<file path="src/rtl/alu_mc.sv">
// alu_mc: registered multi-cycle ALU, single-cycle ADD/SUB/AND/ORR/EOR plus optional shift-add MUL.
// Define ALU_MC_MUL_EN to build the multiplier; without it opcode 101 is treated as reserved.
module alu_mc #(
    parameter int WIDTH = 32
) (
    input  logic             clk,
    input  logic             rst_n,
    input  logic             in_valid,
    output logic             in_ready,
    input  logic [WIDTH-1:0] a,
    input  logic [WIDTH-1:0] b,
    input  logic [2:0]       ALUControl,
    input  logic             set_flags,
    output logic [WIDTH-1:0] Result,
    output logic             out_valid,
    output logic             op_err,
    output logic [3:0]       ALUFlags
);
    localparam logic [2:0] OP_ADD = 3'b000;
    localparam logic [2:0] OP_SUB = 3'b001;
    localparam logic [2:0] OP_AND = 3'b010;
    localparam logic [2:0] OP_ORR = 3'b011;
    localparam logic [2:0] OP_EOR = 3'b100;

    // One completing operation: result, raw flags and which flag pairs it may write.
    typedef struct packed {
        logic [WIDTH-1:0] res;
        logic             n;
        logic             z;
        logic             c;
        logic             v;
        logic             wr_nz;
        logic             wr_cv;
        logic             err;
    } cmpl_t;

    logic             accept;
    logic             is_mul;
    logic             acc_single;
    logic             mul_fin;
    logic             pub_vld;
    logic             skid_vld;
    logic             skid_ld;
    cmpl_t            sc;
    cmpl_t            mul_c;
    cmpl_t            pub;
    cmpl_t            skid;
    logic [WIDTH-1:0] condinvb;
    logic [WIDTH:0]   sum;

    assign accept     = in_valid && in_ready;
    assign acc_single = accept && !is_mul;

    always_comb begin
        condinvb = (ALUControl == OP_SUB) ? ~b : b;
        sum      = {1'b0, a} + {1'b0, condinvb} + {{WIDTH{1'b0}}, ALUControl == OP_SUB};
        sc       = '0;
        case (ALUControl)
            OP_ADD, OP_SUB: begin
                sc.res   = sum[WIDTH-1:0];
                sc.c     = sum[WIDTH];
                sc.v     = (a[WIDTH-1] == condinvb[WIDTH-1]) && (sum[WIDTH-1] != a[WIDTH-1]);
                sc.wr_cv = set_flags;
            end
            OP_AND:  sc.res = a & b;
            OP_ORR:  sc.res = a | b;
            OP_EOR:  sc.res = a ^ b;
            default: sc.err = 1'b1;
        endcase
        sc.n     = sc.res[WIDTH-1];
        sc.z     = (sc.res == '0);
        sc.wr_nz = set_flags && !sc.err;
    end

`ifdef ALU_MC_MUL_EN
    localparam logic [2:0] OP_MUL = 3'b101;
    localparam int         CNT_W  = $clog2(WIDTH) + 1;

    typedef enum logic {S_IDLE, S_MUL} state_t;

    state_t           state;
    logic [CNT_W-1:0] cnt;
    logic [WIDTH-1:0] acc;
    logic [WIDTH-1:0] mcand;
    logic [WIDTH-1:0] mplier;
    logic [WIDTH-1:0] acc_nxt;
    logic             mul_sf;

    assign is_mul  = (ALUControl == OP_MUL);
    assign mul_fin = (state == S_MUL) && (cnt == CNT_W'(1));
    assign acc_nxt = acc + (mplier[0] ? mcand : '0);

    always_comb begin
        mul_c       = '0;
        mul_c.res   = acc_nxt;
        mul_c.n     = acc_nxt[WIDTH-1];
        mul_c.z     = (acc_nxt == '0);
        mul_c.wr_nz = mul_sf;
    end

    // in_ready rises one cycle before the last iteration so a new op can be taken on the completion edge.
    always_ff @(posedge clk or negedge rst_n) begin
        if (!rst_n) begin
            state    <= S_IDLE;
            cnt      <= '0;
            acc      <= '0;
            mcand    <= '0;
            mplier   <= '0;
            mul_sf   <= 1'b0;
            in_ready <= 1'b1;
        end else begin
            case (state)
                S_IDLE: ;
                S_MUL: begin
                    acc    <= acc_nxt;
                    mcand  <= mcand << 1;
                    mplier <= mplier >> 1;
                    cnt    <= cnt - CNT_W'(1);
                    if (cnt == CNT_W'(2)) in_ready <= 1'b1;
                    if (mul_fin)          state    <= S_IDLE;
                end
                default: state <= S_IDLE;
            endcase
            if (accept && is_mul) begin
                state    <= S_MUL;
                cnt      <= CNT_W'(WIDTH);
                acc      <= '0;
                mcand    <= a;
                mplier   <= b;
                mul_sf   <= set_flags;
                in_ready <= 1'b0;
            end
        end
    end
`else
    assign is_mul   = 1'b0;
    assign mul_fin  = 1'b0;
    assign mul_c    = '0;
    assign in_ready = 1'b1;
`endif

    // A single-cycle op accepted on a MUL completion edge (or behind one) waits one cycle in skid.
    always_comb begin
        pub     = sc;
        pub_vld = acc_single;
        skid_ld = 1'b0;
        if (mul_fin) begin
            pub     = mul_c;
            pub_vld = 1'b1;
            skid_ld = acc_single;
        end else if (skid_vld) begin
            pub     = skid;
            pub_vld = 1'b1;
            skid_ld = acc_single;
        end
    end

    always_ff @(posedge clk or negedge rst_n) begin
        if (!rst_n) begin
            Result    <= '0;
            ALUFlags  <= 4'b0000;
            out_valid <= 1'b0;
            op_err    <= 1'b0;
            skid_vld  <= 1'b0;
            skid      <= '0;
        end else begin
            out_valid <= pub_vld;
            op_err    <= pub_vld && pub.err;
            skid_vld  <= skid_ld;
            if (skid_ld) skid <= sc;
            if (pub_vld) begin
                Result <= pub.res;
                if (pub.wr_nz) ALUFlags[3:2] <= {pub.n, pub.z};
                if (pub.wr_cv) ALUFlags[1:0] <= {pub.c, pub.v};
            end
        end
    end

endmodule

</file>
<file path="config.mk">
export PLATFORM = sky130hd
export DESIGN_NAME = alu_mc
export DESIGN_NICKNAME = d
export VERILOG_FILES = /design/src/rtl/alu_mc.sv
export SDC_FILE = /design/constraint.sdc
export NUM_CORES = 1
export LEC_CHECK = 0
export BUFFER_PORTS_ARGS = -buffer_cell sky130_fd_sc_hd__buf_2
export CORE_AREA = 2 2 155 119
export DETAILED_ROUTE_END_ITERATION = 10
export DIE_AREA = 0 0 157 121
export HOLD_SLACK_MARGIN = 0.05
export PLACE_DENSITY = 0.68
export SETUP_SLACK_MARGIN = 0.02
export SYNTH_ARGS = -nofsm -noshare
export SYNTH_HDL_FRONTEND = slang
export SYNTH_SLANG_ARGS = --single-unit
</file>
<file path="constraint.sdc">
create_clock -name clk -period 4.1 [get_ports clk]
set_clock_uncertainty 0.2 [all_clocks]
set_input_delay 0.615 -clock clk [delete_from_list [all_inputs] [get_ports clk]]
set_output_delay 0.615 -clock clk [all_outputs]
set_load 0.05 [all_outputs]
</file>
==> results.toml <==
[routing]
drt-total-wl_um = 23000
routedWlPerCell_um = 16.2
dr.pass1.iters = 5
vias_per_cell = 5.55
drt_iter0_markers = 797
ant_nets = 0
drc = 0
via_count = 7871

[die]
pin_count = 110
rows = 42
dieArea_mm2 = 0.0190
die_w_um = 157
core_mm2 = 0.0174
die_y_um = 121
initial_core_util_pct = 44.4

[final_layout]
nets = 1341
area_growth_pct = 26.1
num_antenna_cells = 0
drive_gt1_share_pct = 25.5

[hold_path]
hold_path.class = "input pin to asynchronous set/reset pin"

[worst_setup_path]
critPathKind = "input pin to flop"
critPathLaunchType = "input pin"
end_kind = "flop"
critPathMaxFanout = 9
critical_path_required_ns = 4.14
crit_arrival_ns = 3.92

[global_routing]
grt_first_pass_wirelength_um = 37400
grt-ovfl-total = 0
antenna_found_initial = 0
grt_max_degree = 78
grt_use_total_pct = 24.6
grt_pass1_vias = 7258

[timing]
clock.fmax_ghz = 0.258
slew_headroom_pct = 36.8
setup-violations-final = 0
final_hold_viol_count = 0
drv_slew = 0
finalCriticalPeriod_ns = 3.88
rsz0062_at_grt = "false"
period_share_pct = 94.7
tightest_slew_ns = 0.949
timing.final.ws_setup_ns = 0.217

[cts]
cts_tree = "yes"
cts_buffers = 9
cts_buffer_depth = 2
clock_sinks = 77
clk-insertion-delay-late_ns = 0.33
cts.clk_slew.worst_paths_ns = 0.06
h-tree-depth = 3
clockRootBuffer = "clkbuf_16"

[pwr]
peakVddDrop_mv = 0.183
power.switching_uw = 1170
internal_power_uw = 1860
p_total_uw = 3020
clkPwrFrac_pct = 25.8
combPwrFrac_pct = 46.2
p_per_area_mw_per_mm2 = 311
p_leak_uw = 0.00467
switching_share_pct = 38.6
pwr-share-seq_pct = 28.1

[synthesis]
async_flop_share_pct = 100
synth.yosys.warnings = 0
synth_common_cells = "nand2_1, o21ai_0, ha_1"
yosysMostFrequentCell = "nand2_1"
ys_seq_area_share_pct = 25.0
synth_top_area_share_pct = 25.0
ys_top_cells_by_area = "dfrtp_1, ha_1, o21ai_0, nand2_1, xnor2_1"
synth_top_area_cell = "dfrtp_1"
synth_ff_type = "dfrtp_1"
syn_inst = 978
synth.avg_cell_area_um2 = 7.89
netlist_area_mm2 = 0.00772
syn_nets = 1149
synth_cell_types = 80
synth_edf_count = 0
synth-seq-cells = 77

[placement]
dp_hpwl_um = 17900
place_congestion = 1.05
place_ws_ns = -0.212
portBuffers = 108

[flow_run]
drv_cap = 0

[run_status]
status = "finished clean"
==> repair_timing <==
action / 4_1_cts / 5_1_grt
resized for setup: 0 / 6
hold buffers: 0 / 0
endpoints found under the setup margin: 0 / 5
buffers inserted: 0 / 8
==> stage by stage <==
stage / hold slack (ns) / cell area, um2 / instances / TNS, ns / utilization (%)
floorplan: 0.119 / 7840 / 978 / -0.231 / -
global route: 0.293 / 9730 / 1417 / 0 / 55.9
global placement: 0.256 / 9340 / 1392 / -0.427 / 53.7
detailed placement: 0.266 / 9340 / 1392 / -0.512 / 53.7
CTS: 0.263 / 9630 / 1408 / 0 / 55.4
finish: 0.226 / 9730 / 1417 / 0 / 55.9
==> sequential cells by signal, summed over array words and instances, names as in the netlist <==
register,flops
out_valid,1
ALUFlags,4
Result,32
skid_vld,1
skid,38
op_err,1
==> worst max-delay path: stages <==
cell and delay [ns]:
buf_2 0.12, nor2_4 0.11, and2_2 0.26, buf_4 0.15, xnor2_1 0.15, ha_1 0.29, a21oi_1 0.60, nand2_1 0.12
nor2_1 0.15, a21oi_1 0.13, or3_1 0.32, a31oi_1 0.30, and4_1 0.24, nand4_1 0.14, o31ai_2 0.21
==> metal layers <==
layer / track usage, % / share of wire, % / routed length [um] / vias to the layer above
li1: - / - / - / 3901
met5: 0 / 0 / 0 / -
met3: 3.36 / 6.6 / 1510 / 22
met1: 36.0 / 48 / 11100 / 3659
met4: 3.61 / 1.3 / 309 / 0
met2: 39.4 / 44 / 10100 / 289
==> cell usage in the layout, fill, tap and decap left out, types with 5 or more instances in the layout <==
| cell | instances |
|---|---|
| o31ai_1 | 5 |
| o22a_1 | 8 |
| a22oi_1 | 34 |
| buf_4 | 132 |
| ha_1 | 98 |
| a211oi_1 | 15 |
| a21o_1 | 14 |
| inv_1 | 78 |
| a31oi_1 | 8 |
| or3_1 | 6 |
| o21a_1 | 11 |
| clkbuf_16 | 9 |
| a21oi_1 | 44 |
| mux2i_1 | 7 |
| o21ai_0 | 114 |
| and3_1 | 8 |
| nand4_1 | 20 |
| o22ai_1 | 22 |
| nor3_1 | 14 |
| o211ai_1 | 9 |
| nand3_1 | 12 |
| buf_2 | 107 |
| xnor2_1 | 36 |
| dfrtp_1 | 76 |
| nor2_1 | 35 |
| nand2_1 | 136 |
| and2_1 | 6 |
| or2_2 | 5 |
==> worst paths after layout <==
check	from	to	slack [ns]	cells past startpoint
min in group clk	skid[12]$_DFFE_PN0P_	Result[5]$_DFFE_PN0P_	0.28	2
worst min register to register	skid[12]$_DFFE_PN0P_	Result[5]$_DFFE_PN0P_	0.28	2
worst max-delay path	ALUControl[2]	skid[5]$_DFFE_PN0P_	0.22	15
worst max register to register	skid_vld$_DFF_PN0_	skid[23]$_DFFE_PN0P_	2.17	4
max in group asynchronous	rst_n	skid_vld$_DFF_PN0_	2.81	1
worst min-delay path	rst_n	Result[5]$_DFFE_PN0P_	0.23	1
==> cell families after synthesis <==
family | share of synthesized area (%)
AO/OA/AOI/OAI | 28.4
XOR/XNOR | 4.54
adder cells (fa/ha/maj) | 16.3
buffers and inverters | 7.26
flip-flops | 25.0
multiplexers | 1.49
other | 0.0486
AND/OR/NAND/NOR | 17.0
==> layout make-up <==
cell class,count,area (um2)
fill,1596,7660
multi-input combinational,762,5330
sequential,77,1930
timing repair buffer,242,1590
tap,242,303
inverter,78,293
clock buffer,12,246
clock inverter,4,47.5
==> power groups by stage <==
stage               Sequential (uW)  Combinational (uW)  Clock, uW
floorplan                      1050                 665          0
global placement                861                1350          0
detailed placement              860                1360          0
CTS                             848                1370        794
global route                    854                1520        833
finish                          848                1400        779
Note: power is estimated with default switching activity, not from simulation.
